### config.mk
export PLATFORM = sky130hd
export DESIGN_NAME = debounce_ctrl
export DESIGN_NICKNAME = d
export VERILOG_FILES = /design/src/rtl/debounce_pkg.sv /design/src/rtl/debounce_ch.sv /design/src/rtl/debounce_ctrl.sv
export SDC_FILE = /design/constraint.sdc
export NUM_CORES = 1
export LEC_CHECK = 0
export ABC_AREA = 1
export BUFFER_PORTS_ARGS = -buffer_cell sky130_fd_sc_hd__buf_2
export CAP_MARGIN = 20
export CORE_MARGIN = 4
export CORE_UTILIZATION = 40
export DETAILED_ROUTE_END_ITERATION = 16
export SYNTH_ARGS = -nofsm -noshare
export SYNTH_HDL_FRONTEND = slang
export SYNTH_SLANG_ARGS = --single-unit
### constraint.sdc
create_clock -name clk -period 2.65 [get_ports clk]
set_input_delay 0.265 -clock clk [delete_from_list [all_inputs] [get_ports clk]]
set_output_delay 0.265 -clock clk [all_outputs]
set_load 0.05 [all_outputs]
### src/rtl/debounce_pkg.sv
// debounce_pkg: shared types for the debounce controller and its channels.
package debounce_pkg;
  localparam int CNT_W = 4;
  typedef enum logic {IDLE, PRESENT} arb_state_t;
  typedef struct packed {
    logic [3:0] ch;
    logic       rise;
  } debounce_event_t;
endpackage

### src/rtl/debounce_ch.sv
// debounce_ch: two-flop synchroniser, tick-sampled stability counter and debounced level with edge pulse.
module debounce_ch
  import debounce_pkg::*;
#(
  parameter int   STABLE_CNT = 4,
  parameter logic IDLE       = 1'b0
) (
  input  logic clk,
  input  logic rst,
  input  logic i_tick,
  input  logic i_raw,
  output logic o_level,
  output logic o_edge
);
  logic [1:0]       r_sync;
  logic [CNT_W-1:0] r_cnt;
  logic             r_level;
  logic             w_diff;
  logic             w_flip;
  assign w_diff  = r_sync[1] ^ r_level;
  assign w_flip  = i_tick & w_diff & (r_cnt == CNT_W'(STABLE_CNT - 1));
  assign o_edge  = w_flip;
  assign o_level = r_level;
  always_ff @(posedge clk or negedge rst) begin
    if (!rst) begin
      r_sync  <= {2{IDLE}};
      r_cnt   <= '0;
      r_level <= IDLE;
    end else begin
      r_sync <= {r_sync[0], i_raw};
      if (i_tick) begin
        r_cnt <= (!w_diff || w_flip) ? '0 : r_cnt + 1'b1;
        if (w_flip) r_level <= ~r_level;
      end
    end
  end
endmodule

### src/rtl/debounce_ctrl.sv
// debounce_ctrl: per-channel debounce plus round-robin event serialiser with irq.
// Optional overrun tracking enabled by defining DEBOUNCE_CTRL_OVERRUN_EN.
module debounce_ctrl
  import debounce_pkg::*;
#(
  parameter int                N_CH       = 4,
  parameter logic [31:0]       TICK_DIV   = 32'h000fffff,
  parameter int                STABLE_CNT = 4,
  parameter logic [N_CH-1:0]   IDLE_LEVEL = '0,
  localparam int               CH_W       = $clog2(N_CH)
) (
  input  logic            clk,
  input  logic            rst,
  input  logic [N_CH-1:0] raw_in,
  output logic [N_CH-1:0] level_out,
  output logic            ev_valid,
  input  logic            ev_ready,
  output logic [CH_W-1:0] ev_ch,
  output logic            ev_rise,
  output logic            irq,
  output logic [N_CH-1:0] overrun,
  input  logic [N_CH-1:0] ovr_clr
);
  logic [31:0]     r_tick_cnt;
  logic            w_tick;
  logic [N_CH-1:0] w_edge;
  logic [N_CH-1:0] r_pending;
  logic [N_CH-1:0] r_pol;
  logic [N_CH-1:0] w_clr;
  logic [3:0]      r_rr;
  logic [CH_W-1:0] w_k;
  logic            w_found;
  arb_state_t      r_state;
  debounce_event_t r_ev;
  debounce_event_t w_sel;
  assign w_tick   = r_tick_cnt == TICK_DIV - 32'd1;
  assign ev_valid = r_state == PRESENT;
  assign ev_ch    = r_ev.ch[CH_W-1:0];
  assign ev_rise  = r_ev.rise;
  assign irq      = |r_pending | ev_valid;
  always_ff @(posedge clk or negedge rst) begin
    if (!rst) r_tick_cnt <= '0;
    else r_tick_cnt <= w_tick ? '0 : r_tick_cnt + 32'd1;
  end
  for (genvar c = 0; c < N_CH; c++) begin : g_ch
    debounce_ch #(.STABLE_CNT(STABLE_CNT), .IDLE(IDLE_LEVEL[c])) u_ch (
      .clk    (clk),
      .rst    (rst),
      .i_tick (w_tick),
      .i_raw  (raw_in[c]),
      .o_level(level_out[c]),
      .o_edge (w_edge[c])
    );
  end
  // first pending channel at or after the rr pointer, wrapping; only loaded in IDLE
  always_comb begin
    w_found = 1'b0;
    w_sel   = '0;
    w_clr   = '0;
    w_k     = '0;
    for (int i = 0; i < N_CH; i++) begin
      w_k = CH_W'((int'(r_rr) + i) % N_CH);
      if (!w_found && r_pending[w_k]) begin
        w_found    = 1'b1;
        w_sel.ch   = 4'(w_k);
        w_sel.rise = r_pol[w_k];
        w_clr[w_k] = r_state == IDLE;
      end
    end
  end
  always_ff @(posedge clk or negedge rst) begin
    if (!rst) begin
      r_pending <= '0;
      r_pol     <= '0;
      r_rr      <= '0;
      r_ev      <= '0;
      r_state   <= IDLE;
    end else begin
      r_pending <= (r_pending & ~w_clr) | w_edge;
      r_pol     <= (r_pol & ~w_edge) | (w_edge & ~level_out);
      if (r_state == IDLE && w_found) begin
        r_ev    <= w_sel;
        r_state <= PRESENT;
      end else if (r_state == PRESENT && ev_ready) begin
        r_state <= IDLE;
        r_rr    <= (r_ev.ch == 4'(N_CH - 1)) ? '0 : r_ev.ch + 4'd1;
      end
    end
  end
`ifdef DEBOUNCE_CTRL_OVERRUN_EN
  logic [N_CH-1:0] r_ovr;
  always_ff @(posedge clk or negedge rst) begin
    if (!rst) r_ovr <= '0;
    else r_ovr <= (r_ovr & ~ovr_clr) | (w_edge & r_pending & ~w_clr);
  end
  assign overrun = r_ovr;
`else
  logic w_unused;
  assign w_unused = ^ovr_clr;
  assign overrun  = '0;
`endif
endmodule

# --- After elaboration in Yosys (flattened, before gate mapping) ---
# Index checks and enable logic that the tools add are counted.
word_totals:
  out_inout_bits: 13
  wordCells: 144
  reg_bits: 76
classes:
  muxes: 47
  n_addsub: 9
  magnitude_cmp: 8
  reduce_logical: 27
  n_eq_ne: 6
  n_bitwise: 28
op_table:
  columns: ["operator", "count"]
  rows:
  - ["$add 32x1->32 const B", 1]
  - ["$eq 32x20->1 const B", 1]
  - ["$mux 32", 1]
  - ["$mux 4", 8]
  - ["$eq 4x2->1 const B", 5]
  - ["$mux 1", 18]
  - ["$add 4x1->4 const B", 4]
  - ["$and 4x4->4", 4]
  - ["$bmux 1 s2", 8]
  - ["$mux 5", 3]
  - ["$bwmux 4", 3]
  - ["$lt 2x3->1 const B", 4]
  - ["$not 4->4", 3]
  - ["$reduce_and 2->1", 5]
  - ["$logic_and 1x1->1", 9]
  - ["$and 1x1->1", 8]
  - ["$demux 1 s2", 4]
  - ["$ge 2x1->1 const B", 4]
  - ["$or 4x4->4", 2]
  - ["$logic_not 1->1", 7]
  - ["$not 1->1", 6]
  - ["$add 2x1->2 const B", 2]
  - ["$add 2x2->2 const B", 2]
  - ["$logic_or 1x1->1", 4]
  - ["6 further kinds", 9]

# --- Depth between registers and ports, before layout ---
logic_depth:
  word_depth: 15
  mapped_depth: 11
  ltp_nobuf: 11

# --- Modules after synthesis ---
# Synthesis repeated with hierarchy kept, for this count alone.
unflattened:
  hier_cells: 583
  hier_area_um2: 4351.7
by_module_without_submodules:
  columns: ["module", "cells_per_inst", "area_each_um2", "seq_area_each_um2", "n_inst"]
  rows:
  - ["debounce_ctrl", 423, 3040.4, 1151.1, 1]
  - ["debounce_ch", 40, 327.8, 175.2, 4]

# --- Worst setup path after synthesis ---
# No wires, ideal clock.
synth_timing:
  path_type: "register to register"
  from: "reg r_rr[1]"
  to: "reg r_pending[2]"
  arrival_time_ns: 1.757
  setup_ns: 0.119
  stages_incl_launch_ff: 12
  required_ns: 2.531
  synth_period_minus_slack_ns: 1.876
  path_slack_ns: 0.774
  cell_sequence: "dfrtp_1 > inv_1 > ha_1 > inv_1 > nand3_1 > nand2_1 > nor2_1 > a21oi_1 > nand3_1 > nand2_1 > nand2_1 > nand2_1"
synth_between:
  elab_chain_len: 15
synth_rtl:
  columns: ["element", "line_no", "rtl"]
  rows:
  - ["from (decl)", "debounce_ctrl.sv:30", "logic [3:0] r_rr;"]
  - ["from (signal assigned)", "debounce_ctrl.sv:86", "r_rr <= (r_ev.ch == 4'(N_CH - 1)) ? '0 : r_ev.ch + 4'd1;"]
  - ["parallel branches: the longest is 11 deep, another holds $lt 2x3->1", null, null]
  - ["$mux 4 *", "debounce_ctrl.sv:63", "if (!w_found && r_pending[w_k]) begin"]
  - ["$not 4->4 *", "debounce_ctrl.sv:79", "r_pending <= (r_pending & ~w_clr) | w_edge;"]
  - ["$and 4x4->4 *", "debounce_ctrl.sv:79", null]
  - ["$or 4x4->4 *", "debounce_ctrl.sv:79", null]
  - ["to (signal assigned)", "debounce_ctrl.sv:79", null]
  - ["to (decl)", "debounce_ctrl.sv:27", "logic [N_CH-1:0] r_pending;"]
# Every way passes the cells marked *. The select of a mux whose other input is x is not followed.
# A chain may end at the register's enable or synchronous reset.

# --- Worst setup path in the final report ---
# Ends and elaborated chain as after synthesis.

==> impl_metrics.yaml <==
run_status:
  status: "completed"
placement:
  dp.cells: 694
  gp_congestion: 0.922
  portBuffers: 15
  hpwl_mm: 7.01
clock_tree:
  cts_buffers: 9
  cts-root-buf: "clkbuf_8"
  ctsResizeCount: 0
  clock_latency_ps: 360
  htreeDepth: 3
  clk_pin_slew_ps: 80
  clock_sinks: 74
  cts_tree: "yes"
  clk_path_buf_depth: 2
global_route:
  antenna_found_initial: 0
  grt_max_degree: 75
  grt_pass1_vias: 3549
  track_usage_pct: 15.9
  grt_pass1_wl_mm: 16.6
  grt_overflow: 0
yosys:
  netlist_area_um2: 4310
  yosysSeqAreaShare_pct: 43.0
  syn-instance-count: 550
  synth_flop_cell: "dfrtp_1"
  ys_ff_latch: 74
  avgSynthCellArea_um2: 7.83
  ys_types: 37
  yosys_warnings: 0
  ys_async_sr_fraction_pct: 100
  synth_edf_count: 0
worst_setup_path:
  critPathSlowestCell: "dfrtp_1"
  worstPathArrival_ps: 2430
  cp-end-kind: "register"
  required_ps: 2890
  reg2reg_from: "r_rr[1]"
  critical_path.most_common_cell: "nand2_1"
  slowest_delay_ps: 530
  crit_path_start_kind: "register"
  reg2reg_slack_ps: 460
  reg2reg_to: "r_pending[2]"
  critical_path_class: "register to register"
  worstPathCellList: "inv_1 > ha_1 > inv_1 > nand3_1 > nand2_1 > nor2_1 > a21oi_1 > nand3_1 > nand2_1 > nand2_1 > nand2_1"
  crit_fanout: 8
  reg2reg_depth: 11
route:
  ant_nets: 0
  viasPerCell: 5.09
  routed_wl_mm: 9.53
  drt-pass1-iter-count: 5
  drc: 0
  avgRoutedWirePerCell_um: 13.4
  first_iter_violations: 281
  num_vias: 3626
min_path:
  hold_start: "raw_in[2]"
  hold_depth: 1
  whs_endpoint: "g_ch[2].u_ch.r_sync[0]"
  hp-class: "input port to register"
timing:
  rsz0062_at_grt: "no"
  hold_viol: 0
  fmax_ghz: 0.457
  max_slew.worst_pin.slew_ps: 932
  finalCritPeriodShare_pct: 82.6
  setup-violations-final: 0
  max_slew_margin_pct: 37.9
  finalMaxSlewViolations: 0
  fin_skew_ps: 14.7
  setup_tns_ps: 0
  period_needed_ps: 2190
die:
  die_area_um2: 12500
  rows: 37
  io_pins: 24
  die_w_um: 112
  core_um2: 10400
  die_h_um: 112
  start_util_pct: 41.3
job:
  max-cap-violations: 0
pwr:
  ir_drop_mv: 0.203
  seqPwrFrac_pct: 52.3
  p_per_area_nw_per_um2: 467
  p_comb_share_pct: 9.8
  swShare_pct: 29.2
  leakagePower_nw: 2.44
  pwr-share-clk_pct: 37.9
  internal_power_mw: 1.55
  p_switching_mw: 0.640
cells_and_area:
  num_antenna_cells: 0
  stdcell_count: 712
  seq_area_um2: 1850
  nets: 595
  drive_gt1_share_pct: 8.85
  fillers: 1041
  areaGrowthSynthToFinish_pct: 8.98
  multiInputGateArea_um2: 2060
cell usage in the layout, fill, tap and decap left out, drive strengths merged, types with 2 or more instances in the layout:
cell and n:
o21ai 19, nor3b 3, nand4 40, ha 13, dlygate4sd3 2, inv 83
xor2 27, nand3b 2, conb 4, xnor2 4, nand2 127, clkinv 2
nor3 18, mux2i 2, a21oi 10, nor2 70, nand3 33, buf 19
clkinvlp 2, dfrtp 74, nor4 4, clkbuf 9
area by class of cell:
type | count | area share [%]
clock buffers | 9 | 2.64
clock inverters | 7 | 1.31
inverters | 80 | 6.40
multi-input cells | 385 | 43.8
flip-flops and latches | 74 | 39.5
well taps | 136 | 3.63
repair buffers | 21 | 2.72
power groups by stage:
stage | Clock, mW | Combinational (mW) | Sequential, mW
floorplan | 0 | 0.147 | 1.17
global placement | 0 | 0.208 | 1.17
detailed placement | 0 | 0.210 | 1.17
CTS | 0.863 | 0.213 | 1.15
global route | 0.921 | 0.244 | 1.15
finish | 0.832 | 0.214 | 1.15
cells in the mapped netlist, types with 4 or more instances:
master / n / share of area (%)
nand2_1: 126 / 11
inv_1: 77 / 6.7
dfrtp_1: 74 / 43
nor2_1: 63 / 5.5
nand4_1: 39 / 5.7
nand3_1: 30 / 3.5
xor2_1: 27 / 5.5
o21ai_0: 18 / 2.1
nor3_1: 17 / 2.0
ha_1: 13 / 3.8
a21oi_1: 10 / 1.2
buf_4: 10 / 1.7
nor2_4: 5 / 1.3
nor4_1: 4 / 0.58
xnor2_1: 4 / 0.81
worst max-delay path: cells and delay by family (launching register included):
family	cells	cell delay [ps]
adder cells (fa/ha/maj)	1	390
buffers and inverters	2	230
AO/OA/AOI/OAI	1	130
flip-flops	1	530
AND/OR/NAND/NOR	7	770
flip-flops by register name, indices dropped and copies added (netlist names), named ones only:
register,cells
g_ch.u_ch.r_cnt,16
g_ch.u_ch.o_level,4
r_tick_cnt,32
r_rr,2
ev_ch,2
ev_rise,1
g_ch.u_ch.r_sync,8
r_pending,4
ev_valid,1
through the flow:
stage               instance area (um2)  hold slack, ps  total power [mW]  util (%)  worst slack, ps
finish                             4690            22.5              2.19      45.0              460
global route                       4690           0.680              2.31      45.0              255
CTS                                4690            1.00              2.22      45.0              477
detailed placement                 4490             335              1.38      43.1              479
global placement                   4490             334              1.38      43.1              531
floorplan                          4320           -30.6              1.32         -              774
kinds of logic (layout without fill, tap and decap cells):
logic type / after synthesis / after routing / share of synthesized area (%)
simple gates: 298 / 298 / 32.2
buf+inv: 94 / 117 / 9.47
flops: 74 / 74 / 43.0
compound gates: 37 / 37 / 4.71
xor+xnor: 31 / 31 / 6.31
fa+ha+maj: 13 / 13 / 3.78
mux: 2 / 2 / 0.465
other cells: 1 / 4 / 0.0871
metal layers:
| metal | global-route usage [%] | routed length, um | vias up |
|---|---|---|---|
| li1 | - | - | 1810 |
| met1 | 21.2 | 4580 | 1719 |
| met2 | 25.6 | 4490 | 83 |
| met3 | 2.72 | 304 | 14 |
| met4 | 6.41 | 157 | 0 |
| met5 | 0 | 0 | - |
timing repair:
action / 4_1_cts / 5_1_grt
hold buffers: 2 / 0
endpoints found under the hold margin: 2 / 0
setup buffers: 0 / 0
worst max-delay path by stage:
| stage | to | from | slack (ps) | depth (start not counted) |
|---|---|---|---|---|
| finish | r_pending[2] | r_rr[1] | 460 | 11 |
| global route | r_pending[0] | r_rr[1] | 250 | 9 |
| CTS | r_pending[2] | r_rr[1] | 480 | 11 |
| detailed placement | r_pending[0] | r_rr[1] | 480 | 9 |
| global placement | r_pending[2] | r_rr[1] | 530 | 11 |
| floorplan | r_pending[2] | r_rr[1] | 770 | 11 |
Power figures use the tool's default switching activity.
